--- src/rtl/fifo_bus_pkg.sv ---
// Shared definitions for the bus_sel request fabric: default sizes, FSM encoding
// and a one-hot helper used by the grant checker.
package fifo_bus_pkg;

  localparam int PORT_NUM_DEF = 6;
  localparam int DATA_W_DEF   = 32;
  localparam int TIMEOUT_DEF  = 255;
  localparam int IDLE_CNT_W   = 8;

  typedef enum logic {
    ST_IDLE = 1'b0,
    ST_LOCK = 1'b1
  } arb_state_t;

  // True when at most one bit of vec is set.
  function automatic logic is_onehot0(input logic [31:0] vec);
    return ((vec & (vec - 32'd1)) == 32'd0);
  endfunction

endpackage

--- src/rtl/fifo_bus_sel_arbiter_rr_pick_onehot.sv ---
// Round-robin winner search: first set request bit above rr_ptr, wrapping to 0,
// returned both as a one-hot vector and as an index.
module rr_pick_onehot
  import fifo_bus_pkg::*;
#(
  parameter int PORT_NUM = PORT_NUM_DEF,
  parameter int IDX_W    = (PORT_NUM > 1) ? $clog2(PORT_NUM) : 1
) (
  input  logic [PORT_NUM-1:0] req,
  input  logic [IDX_W-1:0]    rr_ptr,
  output logic [PORT_NUM-1:0] onehot,
  output logic [IDX_W-1:0]    idx,
  output logic                valid
);

  // Scan candidates rr_ptr+1 .. rr_ptr+PORT_NUM; the first hit wins.
  always_comb begin : search
    logic [IDX_W-1:0] cand_v;
    logic             hit_v;
    cand_v = '0;
    hit_v  = 1'b0;
    onehot = '0;
    idx    = '0;
    valid  = 1'b0;
    for (int i = 1; i <= PORT_NUM; i++) begin
      cand_v         = IDX_W'((int'(rr_ptr) + i) % PORT_NUM);
      hit_v          = req[cand_v] & ~valid;
      onehot[cand_v] = hit_v;
      idx            = hit_v ? cand_v : idx;
      valid          = valid | hit_v;
    end
  end

endmodule

--- src/rtl/fifo_bus_sel_arbiter.sv ---
// FIFO-side responder: grants one frame dispatcher at a time, round-robin and
// packet-locked, and steers the owner's words into the FIFO write port.
module fifo_bus_sel_arbiter
  import fifo_bus_pkg::*;
#(
  parameter int PORT_NUM = PORT_NUM_DEF,
  parameter int DATA_W   = DATA_W_DEF,
  parameter int TIMEOUT  = TIMEOUT_DEF
) (
  input  logic                       clk,
  input  logic                       rst_n,
  input  logic [PORT_NUM-1:0]        req,
  input  logic [PORT_NUM*DATA_W-1:0] fd_data,
  input  logic [PORT_NUM-1:0]        fd_valid,
  input  logic [PORT_NUM-1:0]        fd_eop,
  output logic [PORT_NUM-1:0]        fd_ready,
  output logic [PORT_NUM-1:0]        gnt,
  input  logic                       fifo_full,
  output logic                       fifo_wr_en,
  output logic [DATA_W-1:0]          fifo_wr_data,
  output logic                       busy,
  output logic                       timeout_pulse
);

  localparam int IDX_W = (PORT_NUM > 1) ? $clog2(PORT_NUM) : 1;
  localparam logic [IDLE_CNT_W-1:0] TMO_LAST = IDLE_CNT_W'(TIMEOUT - 1);

  arb_state_t              state_r;
  arb_state_t              state_nxt_s;
  logic [PORT_NUM-1:0]     gnt_r;
  logic [PORT_NUM-1:0]     gnt_nxt_s;
  logic [IDX_W-1:0]        owner_r;
  logic [IDX_W-1:0]        owner_nxt_s;
  logic [IDX_W-1:0]        rr_ptr_r;
  logic [IDX_W-1:0]        rr_ptr_nxt_s;
  logic [IDLE_CNT_W-1:0]   idle_cnt_r;
  logic [IDLE_CNT_W-1:0]   idle_cnt_nxt_s;

  logic [PORT_NUM-1:0]     pick_onehot_s;
  logic [IDX_W-1:0]        pick_idx_s;
  logic                    pick_valid_s;
  logic                    beat_s;
  logic                    release_s;
  logic                    tmo_s;

  rr_pick_onehot #(
    .PORT_NUM (PORT_NUM),
    .IDX_W    (IDX_W)
  ) u_pick (
    .req    (req),
    .rr_ptr (rr_ptr_r),
    .onehot (pick_onehot_s),
    .idx    (pick_idx_s),
    .valid  (pick_valid_s)
  );

  // Owner data path; driven from the registered owner so no input reaches gnt.
  always_comb begin
    fd_ready     = '0;
    fifo_wr_en   = 1'b0;
    fifo_wr_data = '0;
    beat_s       = 1'b0;
    if (state_r == ST_LOCK) begin
      fd_ready     = gnt_r & {PORT_NUM{~fifo_full}};
      fifo_wr_en   = fd_valid[owner_r] & ~fifo_full;
      fifo_wr_data = fd_data[owner_r*DATA_W +: DATA_W];
      beat_s       = fd_valid[owner_r] & ~fifo_full;
    end else begin
      fd_ready     = '0;
      fifo_wr_en   = 1'b0;
      fifo_wr_data = '0;
      beat_s       = 1'b0;
    end
  end

  // Grant FSM; an eop or abort release outranks a coinciding timeout.
  always_comb begin
    state_nxt_s    = state_r;
    gnt_nxt_s      = gnt_r;
    owner_nxt_s    = owner_r;
    rr_ptr_nxt_s   = rr_ptr_r;
    idle_cnt_nxt_s = idle_cnt_r;
    release_s      = 1'b0;
    tmo_s          = 1'b0;
    timeout_pulse  = 1'b0;
    case (state_r)
      ST_IDLE: begin
        idle_cnt_nxt_s = '0;
        if (pick_valid_s) begin
          state_nxt_s = ST_LOCK;
          gnt_nxt_s   = pick_onehot_s;
          owner_nxt_s = pick_idx_s;
        end else begin
          gnt_nxt_s   = '0;
        end
      end
      ST_LOCK: begin
        release_s     = (beat_s & fd_eop[owner_r]) | (~req[owner_r] & ~beat_s);
        tmo_s         = ~beat_s & (idle_cnt_r == TMO_LAST);
        timeout_pulse = tmo_s & ~release_s;
        if (release_s | tmo_s) begin
          state_nxt_s    = ST_IDLE;
          gnt_nxt_s      = '0;
          rr_ptr_nxt_s   = owner_r;
          idle_cnt_nxt_s = '0;
        end else if (beat_s) begin
          idle_cnt_nxt_s = '0;
        end else begin
          idle_cnt_nxt_s = idle_cnt_r + IDLE_CNT_W'(1);
        end
      end
      default: begin
        state_nxt_s    = ST_IDLE;
        gnt_nxt_s      = '0;
        idle_cnt_nxt_s = '0;
      end
    endcase
  end

  // State, grant, owner, round-robin pointer and idle counter registers.
  always_ff @(posedge clk or negedge rst_n) begin
    if (!rst_n) begin
      state_r    <= ST_IDLE;
      gnt_r      <= '0;
      owner_r    <= '0;
      rr_ptr_r   <= IDX_W'(PORT_NUM - 1);
      idle_cnt_r <= '0;
    end else begin
      state_r    <= state_nxt_s;
      gnt_r      <= gnt_nxt_s;
      owner_r    <= owner_nxt_s;
      rr_ptr_r   <= rr_ptr_nxt_s;
      idle_cnt_r <= idle_cnt_nxt_s;
    end
  end

  assign gnt  = gnt_r;
  assign busy = (state_r == ST_LOCK);

endmodule

--- config.mk ---
export PLATFORM = sky130hd
export DESIGN_NAME = fifo_bus_sel_arbiter
export DESIGN_NICKNAME = d
export VERILOG_FILES = /design/src/rtl/fifo_bus_pkg.sv /design/src/rtl/fifo_bus_sel_arbiter_rr_pick_onehot.sv /design/src/rtl/fifo_bus_sel_arbiter.sv
export SDC_FILE = /design/constraint.sdc
export NUM_CORES = 1
export LEC_CHECK = 0
export CAP_MARGIN = 0
export CORE_AREA = 2 2 100 102
export CTS_CLUSTER_DIAMETER = 40
export DETAILED_ROUTE_END_ITERATION = 6
export DIE_AREA = 0 0 102 104
export GPL_TIMING_DRIVEN = 0
export PLACE_DENSITY = 0.88
export SYNTH_ARGS = -nofsm -noshare
export SYNTH_HDL_FRONTEND = slang
export SYNTH_SLANG_ARGS = --single-unit
--- constraint.sdc ---
create_clock -name clk -period 8.3 [get_ports clk]
set_input_delay 1.245 -clock clk [delete_from_list [all_inputs] [get_ports clk]]
set_output_delay 1.245 -clock clk [all_outputs]
set_load 0.01 [all_outputs]
==> flow_summary.ini, run 1 <==
[logic_synthesis]
syn_nets = 665
yosysUniqueCellTypes = 58
synth_area_mm2 = 0.003632
ys_dominant_reg_cell = dfrtp_1
synth_top_area_share = 0.2170
ys_seq_elements = 21
yosysWarnings = 0
yosysTopAreaCell = mux4_2
avgSynthCellArea_um2 = 8.255
syn_inst = 440
synth-async-reset-ratio = 1.000
synth_area_leaders = mux4_2 (22%), dfrtp_1 (13%), mux2i_1 (12%), nor2_1 (9.9%), a21oi_1 (6.5%)
seq_area_frac_synth = 0.1454
synth-edff-count = 0

[sta]
hold_viol_final = 0
slew_headroom = 0.3786
finalMaxSlewViolations = 0
rsz0062_at_grt = false
setup_tns_ps = 0
finalCritPeriodShare = 0.5752
fin_crit_ps = 4774
fmax_mhz = 209.5
finClkSkew_ps = 2.097
tightest_slew_ps = 929.3
setup_viol = 0

[die]
core_area_mm2 = 0.009549
ios = 260
initial_utilization = 0.3804
rows = 36
die-area_mm2 = 0.01061
die_w_um = 102
die_h_um = 104

[placed_design]
gp_congestion = 0.9870
place_inst = 832
hpwl_um = 14140
numPortBuffers = 259

[worst_setup_path]
critPathTopFamily = buffers and inverters
endpoint_kind = flop
required_ps = 8490
crit_start = rr_ptr_r[0]
reg2reg_from = rr_ptr_r[0]
crit_path_cell_trace = buf_2 > clkbuf_1 > inv_1 > ha_1 > xor2_2 > inv_2 > ha_1 > nor2b_1 > nand3_1 > a311oi_1 > or3_4 > nor3_4 > and2b_1 > a21oi_2 > buf_2 > nand2_1 > o21ai_1
cp.arrival_ps = 4970
worstSetupPathType = flop to flop
critPathMaxFanout = 10
cpMaxStageDelayCell = dfstp_2
crit_path_max_incr_delay_ps = 590
startpoint_type = flop
r2r_slack_ps = 3530
cp_num_buf_inv = 5

[cts]
numCtsBuffers = 3
cts_sinks = 21
cts_setup_buffers = 0
holdBufCountCts = 0
htreeDepth = 1
clk-insertion-delay-late_ps = 270
cts_tree = built
path_clk_slew_ps = 80
cts_buffer_depth = 2
clock-root-buffer = clkbuf_8
ctsResizeCount = 0

[drt]
drt-total-wl_um = 16690
ant_nets = 0
drc = 0
viasPerCell = 5.481
vias = 4582
dr.pass1.iters = 4
post_drt_wl_per_cell_um = 19.96
drtIter0Drc = 249

[global_routing]
grtUsageMet3 = 0.07258
gr-usage-met2 = 0.5244
grt_max_degree = 22
grt_antenna_before_repair = 3
grt_pass1_wl_um = 24980
grt_use_total = 0.3010
grt_pass1_vias = 4696
grt-busiest-layer = met2
grt_use_met1 = 0.3683
grt_overflow = 0

[worst_hold_path]
hp-start = idle_cnt_r[0]
hp-class = flop to flop

[status]
outcome = finished, final reports clean

[layout]
area_growth_pct = 77.23
fin_util = 0.6741
drive_above_1_share = 0.09246
antenna_cells = 0
finalNonFillerCells = 836
fin_nets = 929

[pwr]
p_per_area_mw_per_mm2 = 342.5
ir_drop_mv = 0.2860
leakage_nw = 2.477

[job]
max-cap-violations = 0
metrics by stage:
step | hold slack, ps | setup WS, ps | total power (W) | instance area [um2]
2_1_floorplan | 453.6 | 4359 | 0.001457 | 3632
5_1_grt | 520.9 | 3060 | 0.002381 | 6437
3_5_place_dp | 494.6 | 3600 | 0.002108 | 6391
4_1_cts | 503.5 | 3544 | 0.002189 | 6437
6_report | 503.1 | 3526 | 0.002205 | 6437
3_3_place_gp | 472.8 | 3791 | 0.002075 | 6391
metal layers:
layer | wire length (um) | up-vias | share of wire
met4 | 416 | 6 | 0.025
met1 | 6713 | 2199 | 0.40
met5 | 38 | - | 0.0023
met2 | 8113 | 188 | 0.49
li1 | - | 2151 | -
met3 | 1408 | 38 | 0.084
registers in the layout, indices dropped and copies added (netlist names):
name and cells:
owner_r 3, gnt 6, rr_ptr_r 3, idle_cnt_r 8
busy 1
area by class of cell:
cell class                 instances  area [um2]
buffer                            31       123.9
fill                             806        3112
clock buffer                       3       41.29
sequential                        21       528.0
clock inverter                     1       5.005
multi-input combinational        374        2928
inverter                          14       52.55
timing repair buffer             259        2592
tap                              133       166.4
worst paths after layout:
kind | cells after the start | endpoint
max reg2reg | 17 | gnt[0]
min reg2reg | 1 | idle_cnt_r[0]
min | 1 | idle_cnt_r[0]
max in group asynchronous | 1 | idle_cnt_r[4]
min in group asynchronous | 1 | gnt[5]
max | 17 | gnt[0]
synthesized netlist by cell type (all sizes together), types with 8 or more instances:
master,number
inv,12
buf,10
dfrtp,19
ha,12
o21ai,20
nand2,22
a21oi,49
mux4,35
nor2,96
clkbuf,21
and2,8
mux2i,44
nand3,8
where the power goes:
part | switching, W | internal, W | leakage, nW | total [W]
combinational | 0.00107 | 0.000892 | 2.18 | 0.00196
sequential | 0.0000369 | 0.000138 | 0.270 | 0.000175
clock | 0.0000360 | 0.0000335 | 0.0255 | 0.0000695
total | 0.00114 | 0.00106 | 2.48 | 0.00220
cells in the final DEF, fill, tap and decap left out, types with 3 or more instances in the layout:
master,n
clkdlybuf4s50_1,259
nor2_1,96
a21oi_1,47
mux2i_1,44
mux4_2,35
nand2_1,22
clkbuf_1,21
dfrtp_1,19
o21ai_0,16
ha_1,12
inv_1,11
nand3_1,8
and2_1,8
mux2_2,7
buf_2,6
xnor2_1,6
nor3_1,6
nand2b_1,6
buf_1,4
a211oi_1,4
a32oi_1,4
o21ai_1,4
xor2_1,3
nor2b_1,3
and3_1,3
clkbuf_8,3
logic make-up after synthesis:
kind of cell,Yosys count,synth area share
xor+xnor,10,0.02618
flops,21,0.1454
mux,86,0.3600
buf+inv,45,0.04857
fa+ha+maj,12,0.04134
simple gates,163,0.2008
compound gates,103,0.1778
Power figures use the tool's default switching activity.
==> run 2: changes to the inputs <==
CORE_AREA = unset   (was 2 2 100 102)
CORE_UTILIZATION = 33   (was unset)
DIE_AREA = unset   (was 0 0 102 104)
PLACE_DENSITY = 0.8   (was 0.88)
clock period = 4.15 ns   (was 8.3 ns; I/O delays follow)
==> run 2 against run 1 <==
Against the previous run:
- sequential share of layout area barely moved
- sequential power rose by 100%
- total power rose by 100%
- clock skew barely moved
- via count fell by 0.87%
- worst hold slack got worse by 2.5 ps
- fmax rose by 21%
- register-to-register slack got worse by 3300 ps
- critical endpoint is now busy
- non-clock buffer count did not move
- largest cell class unchanged
- cell count rose by 0.36%
- sequential cell count did not move
- wire length rose by 0.22%
==> flow_summary.ini, run 2 (synthesized netlist as in run 1, its figures left out) <==
[placed_design]
numPortBuffers = 259
hpwl_um = 14300
place_inst = 835
gp_congestion = 0.9053

[worst_setup_path]
cp.depth = 15
crit_path_cell_trace = buf_8 > inv_1 > ha_1 > xor2_2 > inv_2 > ha_1 > nor2b_2 > a211oi_1 > o21a_1 > or3_4 > nor3_4 > and2b_1 > a21oi_2 > buf_2 > or2_1
critPathTopFamily = simple AND/OR/NAND/NOR gates
r2r_slack_ps = 190
endpoint_kind = flop
worstSetupPathType = flop to flop
crit_path_max_incr_delay_ps = 620
startpoint_type = flop
required_ps = 4300
cp.arrival_ps = 4110
r2r-end = busy
cpMaxStageDelayCell = dfstp_2
crit_start = rr_ptr_r[0]
critPathMaxFanout = 19
endpoint = busy
reg2reg_from = rr_ptr_r[0]
path_common_cell = ha_1
cp_num_buf_inv = 4
ff2ff_path_depth = 15

[layout]
antenna_cells = 0
layout_common_cells = clkdlybuf4s50_1 (259), nor2_1 (96), a21oi_1 (47)
fin_nets = 929
largest_reg_flops = 8
drive_above_1_share = 0.09957
regMostFlops = idle_cnt_r
finalNonFillerCells = 839
area_growth_pct = 78.20
final_common_cell = clkdlybuf4s50_1

[global_routing]
grt_overflow = 0
grt_pass1_wl_um = 24560
grt_pass1_vias = 4537
grt_antenna_before_repair = 0
grt_max_degree = 22
grt_use_total = 0.2807

[sta]
tightest_slew_ps = 945.0
setup_viol = 0
fmax_mhz = 252.8
slew_headroom = 0.3680
finalMaxSlewViolations = 0
fin_crit_ps = 3956
finalCritPeriodShare = 0.9533
rsz0062_at_grt = false
finClkSkew_ps = 2.349
hold_viol_final = 0

[drt]
ant_nets = 0
dr.pass1.iters = 4
viasPerCell = 5.414
drc = 0
drtIter0Drc = 186
post_drt_wl_per_cell_um = 19.94
drt-total-wl_um = 16730
vias = 4542

[cts]
htreeDepth = 1
clk-insertion-delay-late_ps = 260
numCtsBuffers = 3
clock-root-buffer = clkbuf_8
path_clk_slew_ps = 70
cts_buffer_depth = 2
cts_sinks = 21
cts_tree = built

[status]
outcome = finished, final reports clean

[die]
core_area_mm2 = 0.01051
ios = 260
die_w_um = 106.9
initial_utilization = 0.3456
rows = 37
die_h_um = 106.9
die-area_mm2 = 0.01143

[pwr]
p_per_area_mw_per_mm2 = 692.3
power_w = 0.004481
ir_drop_mv = 0.5665
leakage_nw = 2.494

[worst_hold_path]
hp-class = flop to flop

[job]
max-cap-violations = 0
[run 2: cell types whose count changed in the layout (fill, tap and decap cells not counted), sizes merged]
| cell | delta |
|---|---|
| clkdlybuf4s15 | +1 |
| clkbuf | +2 |
| clkinv | -1 |
| buf | -2 |
[run 2: power breakdown]
group	switching, W	total (W)	internal (W)
registers	0.0000735	0.000350	0.000277
logic	0.00218	0.00400	0.00181
clock network	0.0000662	0.000135	0.0000686
[run 2: metal layers]
metal,share of wire,global-route usage,vias up
met1,0.42,0.3611,2183
met4,0.0093,0.04795,0
li1,-,-,2154
met5,0,0,-
met3,0.095,0.07720,13
met2,0.48,0.4742,192
[run 2: final cells by class]
class | instances | area [um2]
well taps | 136 | 170.2
inverters | 14 | 52.55
fillers | 932 | 4036
repair buffers | 260 | 2600
multi-input cells | 374 | 2937
plain buffers | 30 | 140.1
clock buffers | 4 | 45.04
flip-flops and latches | 21 | 528.0
[run 2: how the worst min path moves through the flow]
stage / startpoint / endpoint / slack, ps / cells past startpoint
2_1_floorplan: rst_n / busy / 330 / 0
3_3_place_gp: idle_cnt_r[0] / idle_cnt_r[0] / 470 / 1
3_5_place_dp: idle_cnt_r[0] / idle_cnt_r[0] / 490 / 1
4_1_cts: idle_cnt_r[0] / idle_cnt_r[0] / 500 / 1
5_1_grt: idle_cnt_r[0] / idle_cnt_r[0] / 530 / 1
6_report: idle_cnt_r[0] / idle_cnt_r[0] / 500 / 1
[run 2: worst reg2reg max path, stage by stage, from the launching register on]
cell and delay, ps:
dfstp_2 620, buf_8 200, inv_1 140, ha_1 260, xor2_2 240, inv_2 140
ha_1 300, nor2b_2 170, a211oi_1 130, o21a_1 250, or3_4 410, nor3_4 240
and2b_1 170, a21oi_2 110, buf_2 230, or2_1 220
[run 2: timing repair]
item,CTS,global route
hold buffers,0,0
buffers inserted,0,1
pin swaps,0,2
resized for setup,2,10
endpoints found under the setup margin,10,26
cloned,0,0
[run 2: metrics by stage]
step	utilization	area [um2]	worst slack, ps	TNS, ps	hold slack [ps]
6_report	0.6159	6472	194.0	0	500.7
5_1_grt	0.6159	6472	12.59	0	528.6
4_1_cts	0.6133	6445	40.50	0	502.2
3_5_place_dp	0.6085	6395	-475.5	-4065	491.3
3_3_place_gp	0.6085	6395	-431.3	-3662	472.8
2_1_floorplan	-	3632	209.2	0	326.9
